$ cat config.mk
export PLATFORM = sky130hd
export DESIGN_NAME = des_key_schedule
export DESIGN_NICKNAME = d
export VERILOG_FILES = /design/src/rtl/des_key_schedule.sv
export SDC_FILE = /design/constraint.sdc
export NUM_CORES = 1
export LEC_CHECK = 0
export ABC_AREA = 1
export CAP_MARGIN = 20
export CORE_MARGIN = 4
export CORE_UTILIZATION = 40
export CTS_CLUSTER_SIZE = 25
export DETAILED_ROUTE_END_ITERATION = 6
export GPL_TIMING_DRIVEN = 0
export PLACE_DENSITY = 0.6
export SLEW_MARGIN = 30
export SYNTH_ARGS = -nofsm -noshare
export SYNTH_HDL_FRONTEND = slang
export SYNTH_SLANG_ARGS = --single-unit
$ cat constraint.sdc
create_clock -name clk -period 2.6 [get_ports clk]
set_input_delay 0.52 -clock clk [delete_from_list [all_inputs] [get_ports clk]]
set_output_delay 0.52 -clock clk [all_outputs]
set_load 0.05 [all_outputs]
$ cat src/rtl/des_key_schedule.sv
// des_key_schedule
// Iterative DES key-schedule generator. Latches a 56-bit post-PC-1 key and
// emits the 16 48-bit round subkeys, one per clock: K1..K16 for encryption,
// K16..K1 for decryption.
//
// Ports:
//   clk          single clock, rising edge
//   rst          synchronous active-high reset
//   key_in       56-bit C||D key; CD bit n (1..56) = key_in[56-n]
//   decrypt      direction, sampled with load (0 = K1..K16, 1 = K16..K1)
//   load         start request, accepted only when not busy
//   subkey       48-bit round key; subkey bit n (1..48) = subkey[48-n]
//   subkey_valid subkey holds a new round key this cycle
//   round_num    output order index of the emitted key (0..15)
//   busy         schedule in progress
//   done         one-cycle pulse alongside the 16th subkey
module des_key_schedule (
  input  logic        clk,
  input  logic        rst,
  input  logic [55:0] key_in,
  input  logic        decrypt,
  input  logic        load,
  output logic [47:0] subkey,
  output logic        subkey_valid,
  output logic [3:0]  round_num,
  output logic        busy,
  output logic        done
);

  typedef enum logic {IDLE, RUN} state_t;

  // PC-2 selection table, FIPS 46-3 bit numbering (1..56).
  localparam int pc2_tab [48] = '{
    14, 17, 11, 24,  1,  5,
     3, 28, 15,  6, 21, 10,
    23, 19, 12,  4, 26,  8,
    16,  7, 27, 20, 13,  2,
    41, 52, 31, 37, 47, 55,
    30, 40, 51, 45, 33, 48,
    44, 49, 39, 56, 34, 53,
    46, 42, 50, 36, 29, 32
  };

  state_t      state;
  logic [55:0] cd;
  logic [3:0]  ctr;
  logic        mode;

  logic [3:0]  round_idx;
  logic        two;
  logic [55:0] cd_rot_l;
  logic [55:0] cd_rot_r;

  function automatic logic [47:0] pc2(input logic [55:0] k);
    logic [47:0] sel;
    sel = '0;
    for (int n = 1; n <= 48; n++) begin
      sel[48-n] = k[56-pc2_tab[n-1]];
    end
    return sel;
  endfunction

  // Bit 1 of each half sits at the MSB, so a FIPS left rotation moves bits
  // toward the MSB end.
  function automatic logic [27:0] rotl(input logic [27:0] h, input logic by2);
    return by2 ? {h[25:0], h[27:26]} : {h[26:0], h[27]};
  endfunction

  function automatic logic [27:0] rotr(input logic [27:0] h, input logic by2);
    return by2 ? {h[1:0], h[27:2]} : {h[0], h[27:1]};
  endfunction

  // Zero-based round index for the shift table: decrypt walks it backwards.
  // Rounds 1, 2, 9 and 16 rotate by one; all others by two.
  always_comb begin
    round_idx = mode ? (4'd15 - ctr) : ctr;
    two       = !((round_idx == 4'd0) || (round_idx == 4'd1) ||
                  (round_idx == 4'd8) || (round_idx == 4'd15));
    cd_rot_l  = {rotl(cd[55:28], two), rotl(cd[27:0], two)};
    cd_rot_r  = {rotr(cd[55:28], two), rotr(cd[27:0], two)};
  end

  assign busy = (state == RUN);

  // Encrypt rotates first and emits PC2 of the rotated key; decrypt emits
  // PC2 of the current key and then undoes that round's rotation, so the
  // key register ends each run back at its loaded value.
  always_ff @(posedge clk) begin
    if (rst) begin
      state        <= IDLE;
      cd           <= '0;
      ctr          <= '0;
      mode         <= 1'b0;
      subkey       <= '0;
      subkey_valid <= 1'b0;
      round_num    <= '0;
      done         <= 1'b0;
    end else begin
      case (state)
        IDLE: begin
          subkey_valid <= 1'b0;
          done         <= 1'b0;
          if (load) begin
            cd    <= key_in;
            mode  <= decrypt;
            ctr   <= '0;
            state <= RUN;
          end
        end
        RUN: begin
          subkey_valid <= 1'b1;
          round_num    <= ctr;
          ctr          <= ctr + 4'd1;
          if (mode) begin
            subkey <= pc2(cd);
            cd     <= cd_rot_r;
          end else begin
            subkey <= pc2(cd_rot_l);
            cd     <= cd_rot_l;
          end
          if (ctr == 4'd15) begin
            done  <= 1'b1;
            state <= IDLE;
          end else begin
            done  <= 1'b0;
          end
        end
        default: state <= IDLE;
      endcase
    end
  end

endmodule

==> flow_metrics.tcl <==
set metrics [dict create \
    outcome "complete, no violations" \
    synth.most_common_cell "nand2_1" \
    yosysTopAreaCell "dfxtp_1" \
    p_total_uw 5921 \
    cp.required_ns 2.89 \
    grt_pass1_vias 7238 \
    power_density_nw_per_um2 707.9 \
    start_util_pct 41.29 \
    clkPwrFrac_pct 41.7 \
    postRouteAntennaNets 0 \
    cpMaxStageDelayCell "clkbuf_1" \
    ctsHoldBuffers 0 \
    hp-class "flop to flop" \
    drive_above_1_share_pct 5.159 \
    ys_top_cells_by_count "nand2_1, a21oi_1, o21ai_0, dfxtp_1, inv_1" \
    yosysUniqueCellTypes 24 \
    leakage_uw 0.003453 \
    drtPass1Iterations 6 \
    worst-path-buf-inv 3 \
    synth_ff_type "dfxtp_1" \
    yosys_register_bits 116 \
    dieHeight_um 134.0 \
    finalSetupTns_ns 0 \
    drc 0 \
    place_ws_ns -0.03828 \
    numPortBuffers 114 \
    worst_slew_pin_slew_ns 0.9334 \
    avgSynthCellArea_um2 6.241 \
    postLayoutCoreUtil_pct 54.42 \
    critical_path_peak_fanout 10 \
    slew_headroom_pct 37.78 \
    post-route-min-period_ns 2.385 \
    yosysSeqAreaShare_pct 36.59 \
    overflow 0 \
    antenna_found_initial 0 \
    gr-usage-all-layers_pct 31.94 \
    synthArstFlopShare_pct 0 \
    grt_start_max_net_pins 17 \
    switching_share_pct 34.67 \
    multiInputGateArea_um2 3352 \
    finalHoldViolCount 0 \
    max_cap_violations 0 \
    slew_violations 0 \
    drt_iter0_markers 1167 \
    final_net_count 1211 \
    grt_pass1_wl_um 43480 \
    clock.fmax_ghz 0.4192 \
    cts_tree "built" \
    seq_area_um2 2322 \
    drt-wirelength-per-cell_um 21.23 \
    wirelength_um 29170 \
    synthesis.area_um2 6347 \
    fin_ws_ns 0.2147 \
    cpMostUsedCell "nor2_1" \
    synth_edf_count 0 \
    worstPathArrival_ns 2.67 \
    place.gp.congestion 0.9691 \
    skew_ns 0.008518 \
    cts.sinks 116 \
    num_io_pins 115 \
    clk_latency_ns 0.43 \
    fillCellCount 1581 \
    dieArea_um2 17950 \
    slowest_delay_ns 0.70 \
    post_cts_buffers 0 \
    via_count 7784 \
    synth_top_area_share_pct 36.59 \
    yosysWarnings 0 \
    dp_hpwl_um 19940 \
    rows 45 \
    h-tree-depth 4 \
    rsz0062_at_grt "false" \
    power_frac_comb_pct 24.0 \
    critical_path_class "flop to flop" \
    netlist_top_cells_area "dfxtp_1, nand2_1, a21oi_1" \
    cp_top_family "buffers and inverters" \
    root_buffer "clkbuf_16" \
    intPower_uw 3868 \
    synth_cells 1017 \
    seqPwrFrac_pct 34.2 \
    antennaDiodeCount 0 \
    vias_per_cell 5.665 \
    cts_resized 0 \
    synth_nets 1078 \
    end_kind "flop" \
    area_delta_synth_final_pct 31.78 \
    ir_worst_vdd_mv 0.5281 \
    cts_buffer_depth 2 \
    holdWs_ns 0.5059 \
    core_um2 15370 \
    finalSetupViolations 0 \
    fp.dieW_um 134.0 \
    critPathLaunchType "flop" \
    clk_pin_slew_worst_paths_ns 0.06 \
    worstPathCellList "buf_2 -> nor2_1 -> clkbuf_1 -> buf_1 -> nor2_1 -> nand2_1 -> a21oi_1" \
    p_switching_uw 2053 \
    finalCritPeriodShare_pct 91.74 \
    cts_buffers 17 \
]
-- worst register-to-register path: stages (launching register included) --
cell and delay, ns:
dfxtp_1 0.33, buf_2 0.21, nor2_1 0.16, clkbuf_1 0.70
buf_1 0.52, nor2_1 0.16, nand2_1 0.10, a21oi_1 0.06
-- power by group through the flow --
stage	Sequential [uW]	Clock, uW	Combinational [uW]
4_1_cts	2020	2460	1380
5_1_grt	2040	2560	1510
6_report	2030	2470	1420
3_3_place_gp	2060	0	1380
3_5_place_dp	2060	0	1380
2_1_floorplan	2270	0	600
-- per-layer routing --
| layer | share of wire, % | wire length (um) | global-route usage [%] |
|---|---|---|---|
| met1 | 43 | 12450 | 44.86 |
| met5 | 0 | 0 | 0 |
| met4 | 2.7 | 786 | 9.714 |
| met2 | 42 | 12180 | 46.32 |
| met3 | 13 | 3761 | 10.80 |
-- cell families (layout without fill, tap and decap cells) --
group	Yosys count	in the layout	share of synthesized area, %
compound gates	337	337	27.66
fa+ha+maj	1	1	0.1971
buf+inv	163	309	10.64
flops	116	116	36.59
simple gates	400	400	24.92
-- final timing paths --
check	startpoint	to	slack [ns]	cells after the start
max reg2reg	busy$_SDFF_PP0_	cd[26]$_SDFFE_PP0P_	0.21	7
min	round_num[1]$_SDFFE_PP0P_	round_num[1]$_SDFFE_PP0P_	0.51	2
max	busy$_SDFF_PP0_	cd[26]$_SDFFE_PP0P_	0.21	7
min reg2reg	round_num[1]$_SDFFE_PP0P_	round_num[1]$_SDFFE_PP0P_	0.51	2
-- sequential cells by signal (all words and copies together), names as in the netlist --
| name | cells |
|---|---|
| mode | 1 |
| subkey | 48 |
| cd | 56 |
| ctr | 4 |
| done | 1 |
| subkey_valid | 1 |
| round_num | 4 |
| busy | 1 |
-- layout by cell type, fill, tap and decap left out, drive strengths merged --
cell type and instances:
o211ai 6, clkdlybuf4s50 114, nand3 34, clkbuf 63, ha 1, clkinvlp 3
nor2 25, a32oi 1, inv 91, a32o 1, nor4 1, a21oi 154
a22o 12, dfxtp 116, nor3 2, nand2 338, buf 27, o21ai 163
bufinv 3, clkinv 8
-- metrics by stage --
stage	cells	instance area, um^2
floorplan	1017	6347
global placement	1342	7752
detailed placement	1342	7752
CTS	1374	8362
global route	1374	8364
finish	1374	8364
-- cell type report --
cell class | instances | share of cell area (%)
Sequential cell | 116 | 27.76
Multi-Input combinational cell | 738 | 40.07
Buffer | 73 | 4.039
Clock buffer | 17 | 5.086
Timing Repair Buffer | 114 | 13.64
Clock inverter | 15 | 2.199
Tap cell | 211 | 3.156
Inverter | 90 | 4.039
Power figures use the tool's default switching activity.
